### src/rtl/fpga_status_pkg.sv
// Shared types for the board status LED controller.
// LED channel modes, exit FSM states and blink-code gap length.
package fpga_status_pkg;

    typedef enum logic [1:0] {
        LED_OFF     = 2'b00,
        LED_ON      = 2'b01,
        LED_BLINK   = 2'b10,
        LED_STRETCH = 2'b11
    } led_mode_e;

    typedef enum logic [2:0] {
        EX_IDLE     = 3'd0,
        EX_PASS     = 3'd1,
        EX_FAIL_ON  = 3'd2,
        EX_FAIL_OFF = 3'd3,
        EX_FAIL_GAP = 3'd4
    } exit_state_e;

    localparam int unsigned GAP_TICKS = 4;

endpackage

### src/rtl/fpga_led_channel.sv
// One moded LED channel: PWM compare, blink flop and event stretcher.
// The output is registered so mode/duty changes show after one edge.
module fpga_led_channel
    import fpga_status_pkg::*;
#(
    parameter int PWM_WIDTH      = 8,
    parameter int STRETCH_CYCLES = 2**20
) (
    input  logic                 clk_i,
    input  logic                 rst_ni,
    input  logic [1:0]           mode_i,
    input  logic [PWM_WIDTH-1:0] duty_i,
    input  logic [PWM_WIDTH-1:0] pwm_cnt_i,
    input  logic                 event_i,
    input  logic                 tick_i,
    output logic                 led_o
);

    localparam int SW = $clog2(STRETCH_CYCLES + 1);
    localparam logic [SW-1:0] RELOAD = SW'(STRETCH_CYCLES - 1);
    localparam logic [SW-1:0] ONE    = SW'(1);

    led_mode_e       mode;
    logic            pwm_on;
    logic            blink_q, blink_d;
    logic            led_q, led_d;
    logic [SW-1:0]   scnt_q, scnt_d;

    assign mode = led_mode_e'(mode_i);

    always_comb begin
        pwm_on  = (duty_i == '1) || (pwm_cnt_i < duty_i);
        blink_d = 1'b0;
        if (mode == LED_BLINK) begin
            blink_d = blink_q ^ tick_i;
        end
        // The stretcher runs in every mode so a late switch shows the tail.
        scnt_d = scnt_q;
        if (event_i) begin
            scnt_d = RELOAD;
        end else if (scnt_q != '0) begin
            scnt_d = scnt_q - ONE;
        end
        led_d = 1'b0;
        unique case (mode)
            LED_OFF:     led_d = 1'b0;
            LED_ON:      led_d = pwm_on;
            LED_BLINK:   led_d = blink_d;
            LED_STRETCH: led_d = event_i | (scnt_q != '0);
        endcase
    end

    always_ff @(posedge clk_i or negedge rst_ni) begin
        if (!rst_ni) begin
            blink_q <= 1'b0;
            scnt_q  <= '0;
            led_q   <= 1'b0;
        end else begin
            blink_q <= blink_d;
            scnt_q  <= scnt_d;
            led_q   <= led_d;
        end
    end

    assign led_o = led_q;

endmodule

### src/rtl/fpga_status_led_ctrl.sv
// Board status indicator: heartbeat prescaler, moded LED channels
// and an exit FSM that shows pass solid and fail as a blink code.
module fpga_status_led_ctrl
    import fpga_status_pkg::*;
#(
    parameter int NUM_LEDS        = 4,
    parameter int PRESCALER_WIDTH = 27,
    parameter int TICK_BIT        = 22,
    parameter int PWM_WIDTH       = 8,
    parameter int STRETCH_CYCLES  = 2**20
) (
    input  logic                          clk_i,
    input  logic                          rst_ni,
    input  logic [2*NUM_LEDS-1:0]         led_mode_i,
    input  logic [PWM_WIDTH*NUM_LEDS-1:0] led_duty_i,
    input  logic [NUM_LEDS-1:0]           event_i,
    input  logic                          exit_valid_i,
    input  logic [31:0]                   exit_value_i,
    output logic                          heartbeat_o,
    output logic [NUM_LEDS-1:0]           led_o,
    output logic                          exit_led_o,
    output logic                          exit_fail_o
);

    logic [PRESCALER_WIDTH-1:0] cnt_q;
    logic                       tick;
    logic [PWM_WIDTH-1:0]       pwm_cnt;

    assign tick        = &cnt_q[TICK_BIT-1:0];
    assign pwm_cnt     = cnt_q[PWM_WIDTH-1:0];
    assign heartbeat_o = cnt_q[PRESCALER_WIDTH-1];

    always_ff @(posedge clk_i or negedge rst_ni) begin
        if (!rst_ni) begin
            cnt_q <= '0;
        end else begin
            cnt_q <= cnt_q + PRESCALER_WIDTH'(1);
        end
    end

    for (genvar i = 0; i < NUM_LEDS; i++) begin : g_ch
        fpga_led_channel #(
            .PWM_WIDTH      (PWM_WIDTH),
            .STRETCH_CYCLES (STRETCH_CYCLES)
        ) u_ch (
            .clk_i     (clk_i),
            .rst_ni    (rst_ni),
            .mode_i    (led_mode_i[2*i +: 2]),
            .duty_i    (led_duty_i[PWM_WIDTH*i +: PWM_WIDTH]),
            .pwm_cnt_i (pwm_cnt),
            .event_i   (event_i[i]),
            .tick_i    (tick),
            .led_o     (led_o[i])
        );
    end

    exit_state_e state_q, state_d;
    logic [4:0]  nblink_q, nblink_d;
    logic [4:0]  bcnt_q, bcnt_d;
    logic [2:0]  gcnt_q, gcnt_d;
    logic        exit_led_q, exit_led_d;
    logic        fail_q, fail_d;

    always_comb begin
        state_d    = state_q;
        nblink_d   = nblink_q;
        bcnt_d     = bcnt_q;
        gcnt_d     = gcnt_q;
        fail_d     = fail_q;
        exit_led_d = 1'b0;
        unique case (state_q)
            EX_IDLE: begin
                if (exit_valid_i) begin
                    if (exit_value_i == 32'd0) begin
                        state_d = EX_PASS;
                    end else begin
                        state_d  = EX_FAIL_ON;
                        nblink_d = (exit_value_i[3:0] == 4'd0) ? 5'd16
                                 : {1'b0, exit_value_i[3:0]};
                        bcnt_d   = 5'd0;
                        fail_d   = 1'b1;
                    end
                end
            end
            EX_PASS: begin
            end
            EX_FAIL_ON: begin
                if (tick) begin
                    state_d = EX_FAIL_OFF;
                    bcnt_d  = bcnt_q + 5'd1;
                end
            end
            EX_FAIL_OFF: begin
                if (tick) begin
                    if (bcnt_q == nblink_q) begin
                        state_d = EX_FAIL_GAP;
                        gcnt_d  = 3'd0;
                    end else begin
                        state_d = EX_FAIL_ON;
                    end
                end
            end
            EX_FAIL_GAP: begin
                if (tick) begin
                    if (gcnt_q == 3'(GAP_TICKS - 1)) begin
                        state_d = EX_FAIL_ON;
                        bcnt_d  = 5'd0;
                    end else begin
                        gcnt_d = gcnt_q + 3'd1;
                    end
                end
            end
            default: state_d = EX_IDLE;
        endcase
        // Drive the LED from the next state so each phase is tick-aligned.
        if (state_d == EX_IDLE) begin
            exit_led_d = heartbeat_o;
        end else if (state_d == EX_PASS || state_d == EX_FAIL_ON) begin
            exit_led_d = 1'b1;
        end
    end

    always_ff @(posedge clk_i or negedge rst_ni) begin
        if (!rst_ni) begin
            state_q    <= EX_IDLE;
            nblink_q   <= 5'd0;
            bcnt_q     <= 5'd0;
            gcnt_q     <= 3'd0;
            exit_led_q <= 1'b0;
            fail_q     <= 1'b0;
        end else begin
            state_q    <= state_d;
            nblink_q   <= nblink_d;
            bcnt_q     <= bcnt_d;
            gcnt_q     <= gcnt_d;
            exit_led_q <= exit_led_d;
            fail_q     <= fail_d;
        end
    end

    assign exit_led_o  = exit_led_q;
    assign exit_fail_o = fail_q;

endmodule

### config.mk
export PLATFORM = sky130hd
export DESIGN_NAME = fpga_status_led_ctrl
export DESIGN_NICKNAME = d
export VERILOG_FILES = /design/src/rtl/fpga_status_pkg.sv /design/src/rtl/fpga_led_channel.sv /design/src/rtl/fpga_status_led_ctrl.sv
export SDC_FILE = /design/constraint.sdc
export NUM_CORES = 1
export LEC_CHECK = 0
export CAP_MARGIN = 20
export CORE_AREA = 2 2 132 121
export DETAILED_ROUTE_END_ITERATION = 8
export DIE_AREA = 0 0 134 123
export PLACE_DENSITY = 0.72
export SLEW_MARGIN = 10
export SYNTH_ARGS = -nofsm -noshare
export SYNTH_HDL_FRONTEND = slang
export SYNTH_SLANG_ARGS = --single-unit
### constraint.sdc
create_clock -name clk_i -period 2.4 [get_ports clk_i]
set_input_delay 0.36 -clock clk_i [delete_from_list [all_inputs] [get_ports clk_i]]
set_output_delay 0.36 -clock clk_i [all_outputs]
set_load 0.02 [all_outputs]
* After elaboration in Yosys (flattened, before gate mapping)
Cells that the tools add are included.
** Storage, ports and cells
- Memory bits (read-only) :: 0
- RAM bits :: 0
- Memories kept :: 0
- Word-level logic and storage cells :: 136
- Latch bits :: 0
- Register bits :: 137
- Input port bits :: 79
** Operators by class
- $lt $le $gt $ge :: 4
- $mul :: 0
- Reductions and logical operators :: 27
- Eq/ne operators :: 32
- $add $sub $neg :: 7
- Mux-type cells :: 38
- Bitwise operators :: 9
- Shift operators :: 0
- Divide/modulo/power cells :: 0
** Operators with widths (count)
- $mux W21 :: 8
- $reduce_bool A21 Y1 :: 4
- $sub A21 B1 Y21 const B :: 4
- $eq A8 B8 Y1 const B :: 4
- $logic_not A32 Y1 :: 1
- $lt A8 B8 Y1 :: 4
- $mux W3 :: 10
- $mux W5 :: 6
- $add A27 B1 Y27 const B :: 1
- $reduce_and A22 Y1 :: 1
- $eq A2 B2 Y1 const B :: 8
- $pmux W1 S4 :: 4
- $pmux W3 S5 :: 1
- $pmux W5 S3 :: 1
- $eq A3 B2 Y1 const B :: 4
- $ne A2 B2 Y1 const B :: 5
- $reduce_bool A2 Y1 :: 5
- $eq A2 B1 Y1 const B :: 4
- $logic_not A2 Y1 :: 4
- $eq A3 B1 Y1 const B :: 2
- $logic_not A3 Y1 :: 2
- $mux W1 :: 6
- $ne A2 B1 Y1 const B :: 3
- $pmux W3 S2 :: 1
- 14 further kinds :: 24

* Depth between registers and ports, before layout
Gate-level depths: netlist (run 1).
- Depth in word-level cells :: 8
- Depth in mapped cells :: 9
- Mapped depth without buffers :: 8

* Hierarchy
A second synthesis (run 1) with hierarchy kept.
** Unflattened totals
- Cell total of the unflattened synthesis :: 851
- Area total of the unflattened synthesis :: 8410.6 sq um
** Modules (own cells, without submodules)
- fpga_led_channel (g_ch[1].u_ch ...) :: cells an instance 165, instances 3, sequential area each 575.6 sq um, area an instance 1556.5 sq um
- fpga_status_led_ctrl :: cells an instance 200, instances 1, sequential area each 1126.1 sq um, area an instance 2243.4 sq um
- fpga_led_channel (g_ch[0].u_ch) :: cells an instance 156, instances 1, sequential area each 575.6 sq um, area an instance 1497.7 sq um

* Least setup slack after synthesis (run 1)
No wires, ideal clock.
- Kind :: flip-flop to flip-flop
- Start point :: register g_ch[3].u_ch.scnt_q[4]
- End point :: register g_ch[3].u_ch.scnt_q[15]
- Arrival time :: 2.340 ns
- Path buffers :: 1
- Period minus slack after synthesis :: 2.464 ns
- Slack :: -0.064 ns
- Library setup time :: 0.124 ns
- Stages on the path, launching flop included :: 7
- Cell sequence :: dfrtp_1 -> or4_1 -> buf_2 -> or4b_4 -> a211o_1 -> o31a_1 -> a211o_1
** Between the ends
- Word-level cells in the longest chain between the ends :: 3
** RTL lines
- from (decl) :: RTL line fpga_led_channel.sv:27 : logic [SW-1:0] scnt_q, scnt_d;
- from (signal assigned) :: RTL line fpga_led_channel.sv:60 : scnt_q <= scnt_d;
- $sub A21 B1 Y21 :: RTL line fpga_led_channel.sv:42 : scnt_d = scnt_q - ONE;
- $mux W21 :: RTL line fpga_led_channel.sv:41 : end else if (scnt_q != '0) begin
- $mux W21 :: RTL line fpga_led_channel.sv:39 : if (event_i) begin
Several ways; a longest one is shown, not always the timed one. The select of a mux whose other input is x is not followed.
A chain may end at the register's enable or synchronous reset.

* Worst setup path in the final report (run 1)
- Start point :: register g_ch[1].u_ch.scnt_q[13]
- End point :: register g_ch[1].u_ch.scnt_q[7]
** Between the ends
- Word-level cells in the longest chain between the ends :: 2
** RTL lines (RTL line)
- from (decl) :: fpga_led_channel.sv:27
- from (signal assigned) :: fpga_led_channel.sv:60
- $reduce_bool A21 Y1 :: fpga_led_channel.sv:41
- $reduce_bool A2 Y1 (no line)
Every way passes these cells.

==> metrics.md, run 1 <==
| Metric | Value |
|---|---|
| Number of global-route vias before repair | 6317 |
| Non-Filler Instances | 1105 |
| Crit-path max FO | 7 |
| IO Port Bufs | 85 |
| Final hold violation count | 0 |
| P&R area growth vs syn | 28.0% |
| Hpwl dp | 12500 microns |
| Commonest register cell after synthesis | dfrtp_1 |
| Gate power share | 0.068 |
| FP Rows | 43 |
| Register area share after synthesis | 0.453 |
| Most common cell after layout, fill and taps aside | dfrtp_1 |
| Post-Synth Simple-Gate Area | 0.252 |
| Fin. max-slew vios | 0 |
| Synth warnings | 0 |
| Die area | 16500 sq um |
| Number of synthesized flops with an enable pin | 0 |
| Reg2Reg Depth | 5 |
| N_diodes | 0 |
| RSZ-0062 raised after global routing | true |
| Clk pwr share | 0.510 |
| Worst-Margin Slew | 749 ps |
| GR Util All Layers | 0.226 |
| Worst setup SP type | flop |
| Post-layout min period | 2390 ps |
| Post-synthesis cell type count | 67 |
| F_max | 419 MHz |
| Die W | 134 microns |
| CTS tree | done |
| #FFs+latches synth | 137 |
| Largest family of logic cells by synthesized area | simple AND/OR/NAND/NOR gates |
| Max Buffers Root-to-Sink | 2 |
| WL final | 17900 microns |
| GRT overflow | 0 |
| Avg WL per Cell | 16.2 microns |
| Final Util | 0.640 |
| Max VDD drop | 472 uV |
| Inserted Clock Buffers | 17 |
| Ports | 86 |
| Core area | 15100 sq um |
| Synth Area per Inst | 9.99 sq um |
| Clock skew | 5.98 ps |
| Root buf cell | clkbuf_16 |
| Cell Area, Placed | 8930 sq um |
| Complex-gate fraction of the synthesized area | 0.0963 |
| TritonRoute pass-1 iters | 7 |
| Area share of fa/ha/maj cells after synthesis | 0.0596 |
| Leak | 3.72 nW |
| Setup TNS | 0 ps |
| Sw power | 1.17 mW |
| Critical Path AT | 2670 ps |
| Switching part of the total | 0.210 |
| Starting DRT DRC Count | 401 |
| WP data required | 2680 ps |
| Pwr Density | 577 nW/um^2 |
| Pre-CTS WS | -0.234 ps |
| Synth Instances | 757 |
| Initial antenna violation count | 0 |
| Post-synthesis mux area share | 0.00745 |
| Cells after DPL | 1070 |
| Worst slew margin | 0.500 |
| Final setup margin | 12.7 ps |
| Reg power frac | 0.422 |
| Max-cap viol count | 0 |
| Crit path capture type | flop |
| Final setup fails | 0 |
| Clk slew on worst S/H paths | 60 ps |
| Hold Path Class | input port to async pin |
| H-tree levels | 4 |
| Antenna viol nets, final | 0 |
| Vias/cell | 5.57 |
| GPL Wtd Cong | 0.809 |
| First-pass GRT wire length | 29800 microns |
| Final worst-path cycle share | 0.995 |
| Die Y | 123 microns |
| Initial core utilization | 0.500 |
| DRC viols | 0 |
| Min Hold Slack | 31.4 ps |
| Cell area after layout | 9680 sq um |
| Pin count of the biggest net entering global routing | 138 |
| Worst Path Class, Setup | flop to flop |
| Status | finished, final reports clean |
| Most frequent cells in the layout | 137 x dfrtp_1, 84 x clkdlybuf4s50_1, 60 x nand2b_1, 60 x xnor2_1, 49 x buf_4 |
| Cell Int Power | 4.41 mW |
| Number of vias in the routed layout | 6159 |
| Total chip power | 5.58 mW |
| Post-synthesis xor/xnor area fraction | 0.0950 |
| TritonCTS sink count | 137 |
| FFs w/ async S/R, synth | 1.00 |
| Mapped cell area | 7560 sq um |
| Nets | 1005 |
| Syn nets | 872 |
| Fraction of layout cells with a size suffix above 1 | 0.131 |
| Hold-fix buffers, CTS | 0 |
| Clock Latency Late Sink | 420 ps |
-- logic make-up (layout without fill, tap and decap cells) --
| logic type | count (synthesis) | in the layout |
|---|---|---|
| AND/OR/NAND/NOR | 324 | 324 |
| buffers and inverters | 68 | 214 |
| AO/OA/AOI/OAI | 105 | 105 |
| multiplexers | 5 | 5 |
| flip-flops | 137 | 137 |
| XOR/XNOR | 82 | 82 |
| adder cells (fa/ha/maj) | 36 | 36 |
-- routing by layer --
metal,track usage,part of all wire
met1,0.292,0.45
met2,0.379,0.48
met3,0.0558,0.056
met4,0.0685,0.014
met5,0,0
-- area by class of cell --
cell class,instances,area (sq um)
inverters,47,176
multi-input cells,552,3940
clock buffers,20,447
fillers,1160,5440
clock inverters,12,198
well taps,202,253
repair buffers,135,1240
flip-flops and latches,137,3430
-- state kept, by name, summed over array words and instances, names as in the netlist --
name / count
bcnt_q: 5
cnt_q: 27
exit_fail_o: 1
exit_led_o: 1
g_ch.u_ch.blink_q: 4
g_ch.u_ch.led_o: 4
g_ch.u_ch.scnt_q: 84
gcnt_q: 3
nblink_q: 5
state_q: 3
-- path summary, 6_finish.rpt --
kind / from / to / slack (ps)
min in group clk_i: exit_fail_o$_DFFE_PN0P_ / exit_fail_o$_DFFE_PN0P_ / 470
max in group asynchronous: rst_ni / g_ch[3].u_ch.scnt_q[4]$_DFFE_PN0P_ / 1790
worst max register to register: g_ch[1].u_ch.scnt_q[13]$_DFFE_PN0P_ / g_ch[1].u_ch.scnt_q[7]$_DFFE_PN0P_ / 10
worst min-delay path: rst_ni / g_ch[2].u_ch.scnt_q[13]$_DFFE_PN0P_ / 30
worst max-delay path: g_ch[1].u_ch.scnt_q[13]$_DFFE_PN0P_ / g_ch[1].u_ch.scnt_q[7]$_DFFE_PN0P_ / 10
worst min register to register: exit_fail_o$_DFFE_PN0P_ / exit_fail_o$_DFFE_PN0P_ / 470
-- power groups by stage --
stage | clock network, mW | registers (mW) | logic (mW)
floorplan | 0 | 2.39 | 0.143
global placement | 0 | 2.39 | 0.366
detailed placement | 0 | 2.39 | 0.378
CTS | 2.89 | 2.35 | 0.383
global route | 3.02 | 2.36 | 0.422
finish | 2.85 | 2.35 | 0.380
-- Yosys cell counts (all sizes together) (15+ instances only) --
master  count  area [sq um]
a21oi      18          90.1
dfrtp     137          3430
ha         36           450
inv        47           176
nand2      30           113
nand2b     60           375
nand3      15          75.1
nand4      20           125
nor2       40           150
nor3       44           225
nor4       31           200
o21ai      29           145
or4        17           131
xnor2      61           534
xor2       21           184
-- worst max-delay path, cell delays in order (launching register included) --
cell	delay, ps
dfrtp_1	390
or4_4	520
or4_4	550
o311ai_4	330
nor3_1	80
or3b_1	380
-- what timing repair did --
item                                    CTS  global route
pin swaps                                 1             2
endpoints found under the setup margin   10            30
gates resized for setup                   1            16
buffers inserted                          0             3
Note: power is estimated with default switching activity, not from simulation.
==> run 2: changes to the inputs <==
--- a/config.mk
+++ b/config.mk
@@ -5,11 +5,13 @@
 export SDC_FILE = /design/constraint.sdc
 export NUM_CORES = 1
 export LEC_CHECK = 0
+export ABC_AREA = 1
 export CAP_MARGIN = 20
-export CORE_AREA = 2 2 132 121
+export CORE_AREA = 2 2 140 129
 export DETAILED_ROUTE_END_ITERATION = 8
-export DIE_AREA = 0 0 134 123
-export PLACE_DENSITY = 0.72
+export DIE_AREA = 0 0 142 131
+export PLACE_DENSITY = 0.7
+export SKIP_LAST_GASP = 1
 export SLEW_MARGIN = 10
 export SYNTH_ARGS = -nofsm -noshare
 export SYNTH_HDL_FRONTEND = slang
==> metrics.md, run 2 <==
| Metric | Value |
|---|---|
| GPL Wtd Cong | 0.887 (+9.6%) |
| IO Port Bufs | 85 (unchanged) |
| Hpwl dp | 13700 microns (+10%) |
| Mapped cell area | 8430 sq um (+12%) |
| Leak | 4.40 nW (+18%) |
| Starting DRT DRC Count | 515 (+28%) |
| Die W | 142 microns (+6.0%) |
| Post-synthesis cell type count | 46 (-31%) |
| Top-area cell type share of the netlist area | 0.407 (-0.0468) |
| Initial antenna violation count | 0 (unchanged) |
| Antenna viol nets, final | 0 (unchanged) |
| Status | finished, final reports clean |
| Most flop-heavy register | g_ch.u_ch.scnt_q |
| P&R area growth vs syn | 21.1% |
| Post-CTS setup buffer count | 0 (unchanged) |
| Nets | 1330 (+32%) |
| Initial core utilization | 0.490 (-0.0102) |
| Pin count of the biggest net entering global routing | 56 (-59%) |
| Top-count cell post-synth | nand2_1 |
| GRT overflow | 0 (unchanged) |
| Core area | 17200 sq um (+14%) |
| Clk slew on worst S/H paths | 60 ps (about the same) |
| Synth Area per Inst | 7.57 sq um (-24%) |
| Max Buffers Root-to-Sink | 2 (unchanged) |
| Biggest regs | g_ch.u_ch.scnt_q x84, cnt_q x27 |
| H-tree levels | 4 (unchanged) |
| Fraction of layout cells with a size suffix above 1 | 0.0684 (-0.0623) |
| Fin. max-slew vios | 0 (unchanged) |
| FFs w/ async S/R, synth | 1.00 (unchanged) |
| Synth area leader | dfrtp_1 |
| Worst Path Class, Setup | flop to flop |
| First-pass GRT wire length | 31300 microns (+4.9%) |
| Die area | 18600 sq um (+13%) |
| Final worst-path cycle share | 0.855 (-0.139) |
| Clock Latency Late Sink | 420 ps (about the same) |
| DRC viols | 0 (unchanged) |
| Crit path capture type | flop |
| Pre-CTS WS | 336 ps (+336 ps) |
| Worst setup SP type | flop |
| Crit-path max FO | 9 (+2) |
| Avg WL per Cell | 12.6 microns (-22%) |
| Final setup fails | 0 (unchanged) |
| Final setup margin | 347 ps (+334 ps) |
| Pwr Density | 532 nW/um^2 (-7.8%) |
| Root buf cell | clkbuf_16 |
| Post-layout min period | 2050 ps (-334 ps) |
| Max VDD drop | 436 uV (-7.5%) |
| Synth warnings | 0 (unchanged) |
| #FFs+latches synth | 137 (unchanged) |
| Register area share after synthesis | 0.407 (-0.0468) |
| Max stage delay cell, worst path | dfrtp_1 |
| Worst-Margin Slew | 566 ps (-184 ps) |
| FP Rows | 46 (+7.0%) |
| Vias/cell | 4.99 (-11%) |
| Ports | 86 (unchanged) |
| Inserted Clock Buffers | 17 (unchanged) |
| Crit path cell chain | ha_1 > nand2_1 > nor2_4 > nand2_4 > nor2_8 > nand2_8 > xor2_1 > nor2_1 > nand3b_1 |
| TritonRoute pass-1 iters | 7 (unchanged) |
| Crit-path max cell delay | 480 ps (-70 ps) |
| F_max | 487 MHz (+16%) |
| Number of global-route vias before repair | 6793 (+7.5%) |
| Final hold violation count | 0 (unchanged) |
| Setup TNS | 0 ps (unchanged) |
| Critical Path AT | 2360 ps (-310 ps) |
| Number of synthesized flops with an enable pin | 0 (unchanged) |
| Hold Path Class | input port to async pin |
| Max-cap viol count | 0 (unchanged) |
| Synth Instances | 1114 (+47%) |
| Number of vias in the routed layout | 7199 (+17%) |
| TritonCTS sink count | 137 (unchanged) |
| N_diodes | 0 (unchanged) |
| WL final | 18200 microns (+1.7%) |
| Largest cells by area after synthesis | dfrtp_1 41%, nand2_1 8.6%, inv_1 8.2% |
| GR Util All Layers | 0.207 (-0.0186) |
| Syn nets | 1229 (+41%) |
| Max reg flops | 84 (unchanged) |
| Synth top cells by count | 193 x nand2_1, 185 x inv_1, 175 x nor2_1 |
| Most frequent cells in the layout | 193 x nand2_1, 185 x inv_1, 175 x nor2_1, 137 x dfrtp_1, 84 x clkdlybuf4s50_1 |
| Worst slew margin | 0.622 (+0.121) |
| WP data required | 2700 ps (+20 ps) |
| Die Y | 131 microns (+6.5%) |
| Commonest register cell after synthesis | dfrtp_1 |
| RSZ-0062 raised after global routing | false |
| CTS tree | done |
| Most common cell after layout, fill and taps aside | nand2_1 |
| Clock skew | 5.27 ps (-0.707 ps) |
## run 2: changes by cell type after synthesis, moves of 13 or more
cell,before,now
inv_1,47,185
nand2_1,30,193
nor4_1,30,7
nor3_1,43,25
nand2b_1,60,1
nand3_1,15,56
or4_1,16,0
a21oi_1,18,56
xnor2_1,61,13
o21ai_0,27,50
xor2_1,21,34
nor2_1,40,175
o31ai_1,4,19
## run 2: final timing paths
| kind | slack (ps) | cells past startpoint | startpoint | to |
|---|---|---|---|---|
| max | 350 | 9 | cnt_q[1]$_DFF_PN0_ | g_ch[3].u_ch.led_o$_DFF_PN0_ |
| min | 470 | 2 | rst_ni | g_ch[1].u_ch.scnt_q[4]$_DFFE_PN0P_ |
| max reg2reg | 350 | 9 | cnt_q[1]$_DFF_PN0_ | g_ch[3].u_ch.led_o$_DFF_PN0_ |
| min reg2reg | 480 | 1 | cnt_q[9]$_DFF_PN0_ | cnt_q[9]$_DFF_PN0_ |
| max in group asynchronous | 1330 | 3 | rst_ni | g_ch[3].u_ch.scnt_q[12]$_DFFE_PN0P_ |
| min in group clk_i | 480 | 1 | cnt_q[9]$_DFF_PN0_ | cnt_q[9]$_DFF_PN0_ |
## run 2: per-layer routing
layer / share of wire / track usage / wire [microns] / vias up
li1: - / - / - / 3805
met1: 0.50 / 0.291 / 9120 / 3245
met2: 0.45 / 0.331 / 8180 / 132
met3: 0.037 / 0.0437 / 676 / 17
met4: 0.011 / 0.0506 / 191 / 0
met5: 0 / 0 / 0 / -
## run 2: what timing repair did
item                                    4_1_cts  5_1_grt
endpoints found under the setup margin        0        8
resized for setup                             0        1
hold buffers                                  1        0
hold endpoints to repair                     52        0
## run 2: layout make-up
class	count	area (sq um)
fillers	1545	7000
multi-input cells	776	4230
flip-flops and latches	137	3430
repair buffers	94	947
inverters	189	714
clock buffers	19	453
well taps	216	270
clock inverters	13	166
## run 2: cell families (layout without fill, tap and decap cells)
| group | after synthesis | after routing | share of synthesized area |
|---|---|---|---|
| buffers and inverters | 201 | 315 | 0.0922 |
| adders and majority gates | 36 | 36 | 0.0534 |
| AOI/OAI and AO/OA | 163 | 163 | 0.113 |
| xor gates and xnor gates | 47 | 47 | 0.0488 |
| DFF | 137 | 137 | 0.407 |
| and+or+nand+nor | 530 | 530 | 0.286 |
## run 2: power breakdown
group	leakage [nW]	internal [mW]	switching (mW)	total, mW
clock network	0.296	1.70	1.02	2.72
registers	1.47	2.33	0.0141	2.35
logic	2.63	0.187	0.179	0.366
total	4.40	4.22	1.22	5.43
## run 2: through the flow
step | std cells | util | power (mW) | instance area, sq um | hold WS [ps]
after CTS | 1444 | 0.593 | 5.50 | 10200 | 475
after detailed placement | 1411 | 0.556 | 2.76 | 9580 | 363
after global placement | 1411 | 0.556 | 2.75 | 9580 | 360
after floorplan | 1114 | - | 2.52 | 8430 | 64.4
final | 1444 | 0.593 | 5.43 | 10200 | 473
after global routing | 1444 | 0.593 | 5.66 | 10200 | 489
## run 2: critical path: cells and delay by family (launching register included)
family | cells | cell delay [ps]
and+or+nand+nor | 7 | 860
adders and majority gates | 1 | 270
DFF | 1 | 480
xor gates and xnor gates | 1 | 310
